===== config.mk =====
export PLATFORM = sky130hd
export DESIGN_NAME = sigmoid_share_arbiter
export DESIGN_NICKNAME = d
export VERILOG_FILES = /design/src/rtl/sigmoid_share_arbiter.sv
export SDC_FILE = /design/constraint.sdc
export NUM_CORES = 1
export LEC_CHECK = 0
export ABC_CLOCK_PERIOD_IN_PS = 7100
export CAP_MARGIN = 25
export CORE_UTILIZATION = 42
export CTS_CLUSTER_DIAMETER = 100
export CTS_CLUSTER_SIZE = 14
export DETAILED_ROUTE_END_ITERATION = 10
export GPL_ROUTABILITY_DRIVEN = 0
export PLACE_DENSITY = 0.81
export SYNTH_ARGS = -nofsm -noshare
export SYNTH_HDL_FRONTEND = slang
export SYNTH_SLANG_ARGS = --single-unit

===== constraint.sdc =====
create_clock -name clk -period 7.1 [get_ports clk]
set_input_delay 1.42 -clock clk [delete_from_list [all_inputs] [get_ports clk]]
set_output_delay 1.42 -clock clk [all_outputs]
set_load 0.01 [all_outputs]

===== src/rtl/sigmoid_share_arbiter.sv =====
// sigmoid_share_arbiter
//   Shares one fixed-latency, non-stalling sigmoid unit among N_REQ requesters.
//   A round-robin arbiter accepts at most one operand per cycle and registers
//   it onto sig_x. A tag shift register carries each operand's requester ID
//   alongside the unit's pipeline, so every result leaves on the common
//   response port labelled with its owner. Handshake-to-response latency is
//   LAT+2 cycles.
//
//   Build option: define SIGMOID_ARB_FIXED_PRIO_EN for fixed priority
//   (lowest index wins, no rotating pointer). The default build is round-robin.
//
// Ports
//   clk        rising-edge clock
//   rstn       asynchronous active-low reset
//   flush      synchronous kill of every in-flight operation
//   req_valid  per-requester valid
//   req_x      packed operands, requester i at [i*WIDTH_X +: WIDTH_X]
//   req_ready  one-hot grant (combinational from req_valid/flush/pointer)
//   sig_x      registered operand to the sigmoid unit
//   sig_y      result from the sigmoid unit
//   rsp_valid  single-cycle response pulse
//   rsp_id     requester index of the response
//   rsp_y      sigmoid result
//   busy       any tag in flight or a response presented
module sigmoid_share_arbiter #(
  parameter int unsigned WIDTH_X = 17,
  parameter int unsigned WIDTH_Y = 33,
  parameter int unsigned N_REQ   = 4,
  parameter int unsigned ID_W    = 2,
  parameter int unsigned LAT     = 3
) (
  input  logic                     clk,
  input  logic                     rstn,
  input  logic                     flush,
  input  logic [N_REQ-1:0]         req_valid,
  input  logic [N_REQ*WIDTH_X-1:0] req_x,
  output logic [N_REQ-1:0]         req_ready,
  output logic [WIDTH_X-1:0]       sig_x,
  input  logic [WIDTH_Y-1:0]       sig_y,
  output logic                     rsp_valid,
  output logic [ID_W-1:0]          rsp_id,
  output logic [WIDTH_Y-1:0]       rsp_y,
  output logic                     busy
);

  // Stage 0 lines up with sig_x; stage LAT lines up with sig_y.
  localparam int unsigned NSTG = LAT + 1;

  typedef struct packed {
    logic            vld;
    logic [ID_W-1:0] id;
  } tag_t;

  tag_t              tag_q [NSTG];
  logic [WIDTH_X-1:0] x_arr [N_REQ];
  logic              grant_vld;
  logic [ID_W-1:0]   grant_id;
  logic [WIDTH_X-1:0] grant_x;
  logic [ID_W-1:0]   scan_base;
  logic [ID_W-1:0]   sel;

  // Unpack the operand bus into lanes.
  for (genvar g = 0; g < N_REQ; g++) begin : g_lane
    assign x_arr[g] = req_x[g*WIDTH_X +: WIDTH_X];
  end

`ifdef SIGMOID_ARB_FIXED_PRIO_EN
  assign scan_base = '0;
`else
  logic [ID_W-1:0] rr_ptr;

  assign scan_base = rr_ptr;

  // Pointer moves to the requester after the one just granted.
  always_ff @(posedge clk or negedge rstn) begin
    if (!rstn) begin
      rr_ptr <= '0;
    end else if (grant_vld) begin
      rr_ptr <= (grant_id == ID_W'(N_REQ - 1)) ? '0 : grant_id + ID_W'(1);
    end
  end
`endif

  // Scan from scan_base, wrapping; first valid requester wins. flush blocks all.
  always_comb begin
    req_ready = '0;
    grant_vld = 1'b0;
    grant_id  = '0;
    grant_x   = '0;
    sel       = '0;
    if (!flush) begin
      for (int unsigned off = 0; off < N_REQ; off++) begin
        sel = ID_W'((32'(scan_base) + off) % N_REQ);
        if (!grant_vld && req_valid[sel]) begin
          grant_vld      = 1'b1;
          grant_id       = sel;
          grant_x        = x_arr[sel];
          req_ready[sel] = 1'b1;
        end
      end
    end
  end

  // Operand register, tag pipeline and response register.
  always_ff @(posedge clk or negedge rstn) begin
    if (!rstn) begin
      sig_x     <= '0;
      rsp_valid <= 1'b0;
      rsp_id    <= '0;
      rsp_y     <= '0;
      for (int unsigned k = 0; k < NSTG; k++) begin
        tag_q[k] <= '0;
      end
    end else begin
      if (grant_vld) begin
        sig_x <= grant_x;
      end
      tag_q[0] <= tag_t'{vld: grant_vld, id: grant_id};
      for (int unsigned k = 1; k < NSTG; k++) begin
        tag_q[k] <= flush ? '0 : tag_q[k-1];
      end
      // A flush also suppresses the result already aligned with sig_y.
      rsp_valid <= tag_q[NSTG-1].vld & ~flush;
      if (tag_q[NSTG-1].vld && !flush) begin
        rsp_id <= tag_q[NSTG-1].id;
        rsp_y  <= sig_y;
      end
    end
  end

  // Activity indicator over every tag stage plus the response register.
  always_comb begin
    busy = rsp_valid;
    for (int unsigned k = 0; k < NSTG; k++) begin
      busy = busy | tag_q[k].vld;
    end
  end

endmodule


# Word-level counts from Yosys, hierarchy flattened
# Index checks and enable logic that the tools add are counted.
dict set report classes {
  addsub 4
  multipliers 0
  div 0
  order_cmp 12
  eq_ne 1
  n_shift 0
  muxes 58
  bitwise 13
  reduce_logical 12
}
# op count
set op_table {}
lappend op_table {{$mux 17} 13}
lappend op_table {{$bmux 17 s2} 4}
lappend op_table {{$mux 4} 8}
lappend op_table {{$mux 1} 16}
lappend op_table {{$ge 3x3->1 const B} 4}
lappend op_table {{$lt 2x3->1 const B} 4}
lappend op_table {{$mux 2} 6}
lappend op_table {{$not 2->3} 4}
lappend op_table {{$or 4x4->4} 3}
lappend op_table {{$mux 3} 3}
lappend op_table {{$bmux 1 s2} 4}
lappend op_table {{$demux 1 s2} 4}
lappend op_table {{$ge 2x1->1 const B} 4}
lappend op_table {{$logic_and 1x1->1} 8}
lappend op_table {{$add 2x1->2 const B} 2}
lappend op_table {{$add 2x2->2 const B} 2}
lappend op_table {{$logic_not 1->1} 4}
lappend op_table {{$or 1x1->1} 4}
lappend op_table {{$eq 2x2->1 const B} 1}
lappend op_table {{$and 1x1->1} 1}
lappend op_table {{$not 1->1} 1}
dict set report word_totals {
  reg_bits 67
  latchBits 0
  ram_bits 0
  romBits 0
  inputBits 108
  output_inout_bits 58
  word_cells 113
  n_memories 0
}

# Depth between registers and ports, before layout
dict set report depth {
  word_depth 18
  ltp_mapped 13
  mapped_depth_nobuf 8
}

# Worst setup path before layout
# OpenSTA, ideal clock, no wires.
dict set report synth_timing {
  path_type {reg2out}
  start {reg rr_ptr[0]}
  end {out req_ready[2]}
  t_arrival_ps 2996
  required_time_ps 5680
  setup_slack_ps 2684
  path_stages_with_launch 13
  path_buffers 5
  cell_sequence {dfrtp_1 buf_6 buf_4 buf_4 inv_1 ha_1 buf_2 mux4_2 nor2_4 and2_1 buf_2 nand2_1 a21oi_1}
}
dict set report synth_via {
  elab_chain_len 16
  word_cells_on_any_way 54
  cone_classes {add/sub (3); order compare (8); mux (30); bitwise (3); reduce/logical (10)}
}
# item line
set synth_rtl {}
lappend synth_rtl {{start, declared} 70} ;# logic [ID_W-1:0] rr_ptr;
lappend synth_rtl {{start signal, assigned} 79} ;# rr_ptr <= (grant_id == ID_W'(N_REQ - 1)) ? '0 : grant_id + ID_W'(1);
lappend synth_rtl {{branches (longest 14 deep; another with $lt 2x3->1)} --}
lappend synth_rtl {{$mux 4 *} 94} ;# if (!grant_vld && req_valid[sel]) begin
lappend synth_rtl {{$mux 4 *} 91} ;# if (!flush) begin
lappend synth_rtl {{end, declared} 37} ;# output logic [N_REQ-1:0] req_ready,
# Every way passes the cells marked *. The select of a mux whose other input is x is not followed.

# Worst setup path in the final report
dict set report layout_timing {
  start {reg rr_ptr[1]}
  end {out req_ready[3]}
}
# The elaborated chain is that of the path after synthesis.

==> impl_metrics.toml <==
[route]
avgRoutedWirePerCell_um = 19.5
vias_per_cell = 6.03
dr.pass1.iters = 9
route.antenna.remaining_nets = 0
via_count = 4225
drc = 21
drtIter0Drc = 262
finalWirelength_um = 13700

[clock_network]
hold_buffers = 0
cts_tree = "built"
worstSkewPairLatency_ns = 0.33
cts_root_buf = "clkbuf_16"
path_clk_slew_ns = 0.06
post_cts_buffers = 0
cts_inserted_buffers = 9
h-tree-depth = 3
clock_path_buffers = 2
post_cts_resized = 0
cts.sinks = 67

[run_status]
violations = "design-rule violations"
status = "complete, but fails checks"

[global_routing]
grt_pass1_wl_um = 22100
use_met3_pct = 4.91
grt_pass1_vias = 4219
grt_max_degree = 68
antenna_found_initial = 0
grt_most_used_layer = "met2"
met1_usage_pct = 28.7
track_usage_pct = 22.3
use_met2_pct = 36.7
grt_overflow_total = 0

[synthesis]
synthDistinctLibCells = 40
synth-seq-cells = 67
synth_ff_type = "dfrtp_1"
syn-cell-area_mm2 = 0.00509
yosys_warnings = 0
synth_cells = 409
synth_top_cells_by_area = "dfrtp_1, mux4_2, mux2_2, nand2_1, a22oi_2"
synth_top_area_share_pct = 32.9
ys_seq_area_share_pct = 32.9
synth_edf_count = 0
syn_area_per_cell_um2 = 12.4
synth.largest_area_cell = "dfrtp_1"
syn_nets = 523
synth-async-reset-ratio_pct = 100

[finish]
final_common_cell = "clkdlybuf4s50_1"
diodes = 0
syn_to_final_growth_pct = 38.8
fillers = 916
layout-drive-gt1-share_pct = 25.8
final_nets = 667
design_area_mm2 = 0.00707
multi_input_area_mm2 = 0.00317
layout_common_cells = "clkdlybuf4s50_1, mux4_2, dfrtp_1, nand2_1"
seqCellArea_mm2 = 0.00168

[worst_setup_path]
cpLargestDelayFamily = "buffers and inverters"
rr_worst_depth = 7
crit_fanout = 42
crit_path_end_kind = "primary output"
required_ns = 5.68
worstSetupPathType = "flop to primary output"
reg2reg_to = "sig_x[5]$_DFFE_PN0P_"
cp_slowest_stage_delay_ns = 0.99
cpMaxStageDelayCell = "dfrtp_2"
critPathArrivalTime_ns = 4.39
path_cells = "inv_1 > ha_2 > mux4_2 > inv_2 > and2_1 > a221o_1 > o21ai_0 > a21oi_1 > clkdlybuf4s50_1"
cp.buffers_inverters = 3
rrSetupSlack_ns = 3.03
worstSetupStartpointType = "flop"
rr_startpoint = "rr_ptr[1]$_DFFE_PN0P_"

[power_and_ir_drop]
p_leak_nw = 2.67
p_per_area_mw_per_mm2 = 432
max-vdd-ir-drop_mv = 0.273

[timing]
hold_violations = 0
drv_slew = 0
rsz0062_at_grt = "no"
clock.fmax_mhz = 172
slew_headroom_pct = 33.4
tns_ns = 0
skew_ns = 0.00687
tightest_slew_ns = 0.995
final.period_utilization_pct = 81.9
finalSetupViolations = 0
layout_min_cycle_time_ns = 5.81

[hold_path]
hold_path_class = "flop to flop"
min_from = "tag_q[3]$_DFF_PN0_"
holdPathEnd = "tag_q[0]$_DFF_PN0_"
hold_path_depth = 1

[placed_design]
dp.final_hpwl_um = 9820
postPlaceCellArea_mm2 = 0.00676
portBuffers = 165

[floorplanning]
pin_count = 166
core-area_mm2 = 0.0116
dieArea_mm2 = 0.0126
dieWidth_um = 112
dieHeight_um = 112
start_util_pct = 43.8
fp-row-count = 39

[job]
cap_violations = 0
-- logic make-up (layout without fill, tap and decap cells) --
kind of cell | after synthesis | in the layout | share of synthesized area, %
xor+xnor | 1 | 1 | 0.172
mux | 111 | 111 | 40.4
flops | 67 | 67 | 32.9
compound gates | 76 | 76 | 11.2
simple gates | 104 | 104 | 9.00
buf+inv | 44 | 193 | 4.87
fa+ha+maj | 6 | 6 | 1.47
-- routing by layer --
| metal | up-vias | share of wire (%) |
|---|---|---|
| li1 | 1881 | - |
| met1 | 2055 | 41 |
| met2 | 257 | 49 |
| met3 | 32 | 8.6 |
| met4 | 0 | 1.9 |
| met5 | - | 0 |
-- where the power goes --
| group | leakage [nW] | switching, W | internal [W] | total, W |
|---|---|---|---|---|
| Clock | 0.134 | 0.000158 | 0.000265 | 0.000423 |
| Combinational | 1.72 | 0.000909 | 0.00107 | 0.00198 |
| Sequential | 0.817 | 0.000129 | 0.000522 | 0.000651 |
-- sequential cells by signal, summed over array words and instances (netlist names) --
register   cells
sig_x         17
rsp_valid      1
rsp_id         2
tag_q         12
rsp_y         33
rr_ptr         2
-- worst max-delay path by stage --
stage                               start      endpoint  slack, ns  depth (start not counted)
floorplan           rr_ptr[0]$_DFFE_PN0P_  req_ready[2]       2.68                         12
global placement             req_valid[3]  req_ready[3]       1.58                          8
detailed placement           req_valid[3]  req_ready[3]       1.38                          8
CTS                 rr_ptr[1]$_DFFE_PN0P_  req_ready[3]       1.32                          9
global route        rr_ptr[1]$_DFFE_PN0P_  req_ready[3]       1.06                          9
finish              rr_ptr[1]$_DFFE_PN0P_  req_ready[3]       1.29                          9
-- worst reg2reg max path, cell delays in order, from the launching register on --
cell and delay, ns:
dfrtp_2 0.99, inv_1 0.29, ha_2 0.45, mux4_2 0.80
nor3_4 0.92, a22oi_1 0.18, o21ai_0 0.14, a31oi_1 0.12
-- area by class of cell --
cell class	count	area share (%)
clock inverters	3	0.319
clock buffers	13	3.83
inverters	5	0.266
multi-input cells	298	44.9
repair buffers	172	24.3
flip-flops and latches	67	23.8
well taps	143	2.53
-- through the flow --
step	power (W)	setup slack (ns)	cells	hold slack (ns)	utilization (%)
detailed placement	0.00262	1.38	684	0.451	58.2
global placement	0.00253	1.58	683	0.445	58.0
floorplan	0.00206	2.68	409	0.439	-
CTS	0.00305	1.32	700	0.466	60.7
global route	0.00326	1.06	701	0.483	60.8
finish	0.00305	1.29	701	0.460	60.8
-- synthesized netlist by cell type (6+ instances only) --
library cell,n
a22oi_1,7
a22oi_2,10
a31oi_1,18
buf_2,12
buf_4,6
buf_6,6
clkbuf_1,13
dfrtp_1,67
ha_1,6
mux2_1,9
mux2_2,26
mux4_2,71
nand2_1,56
nor2_1,27
nor2b_1,11
o21ai_0,12
o21ai_1,11
(Power assumes the default switching activity.)
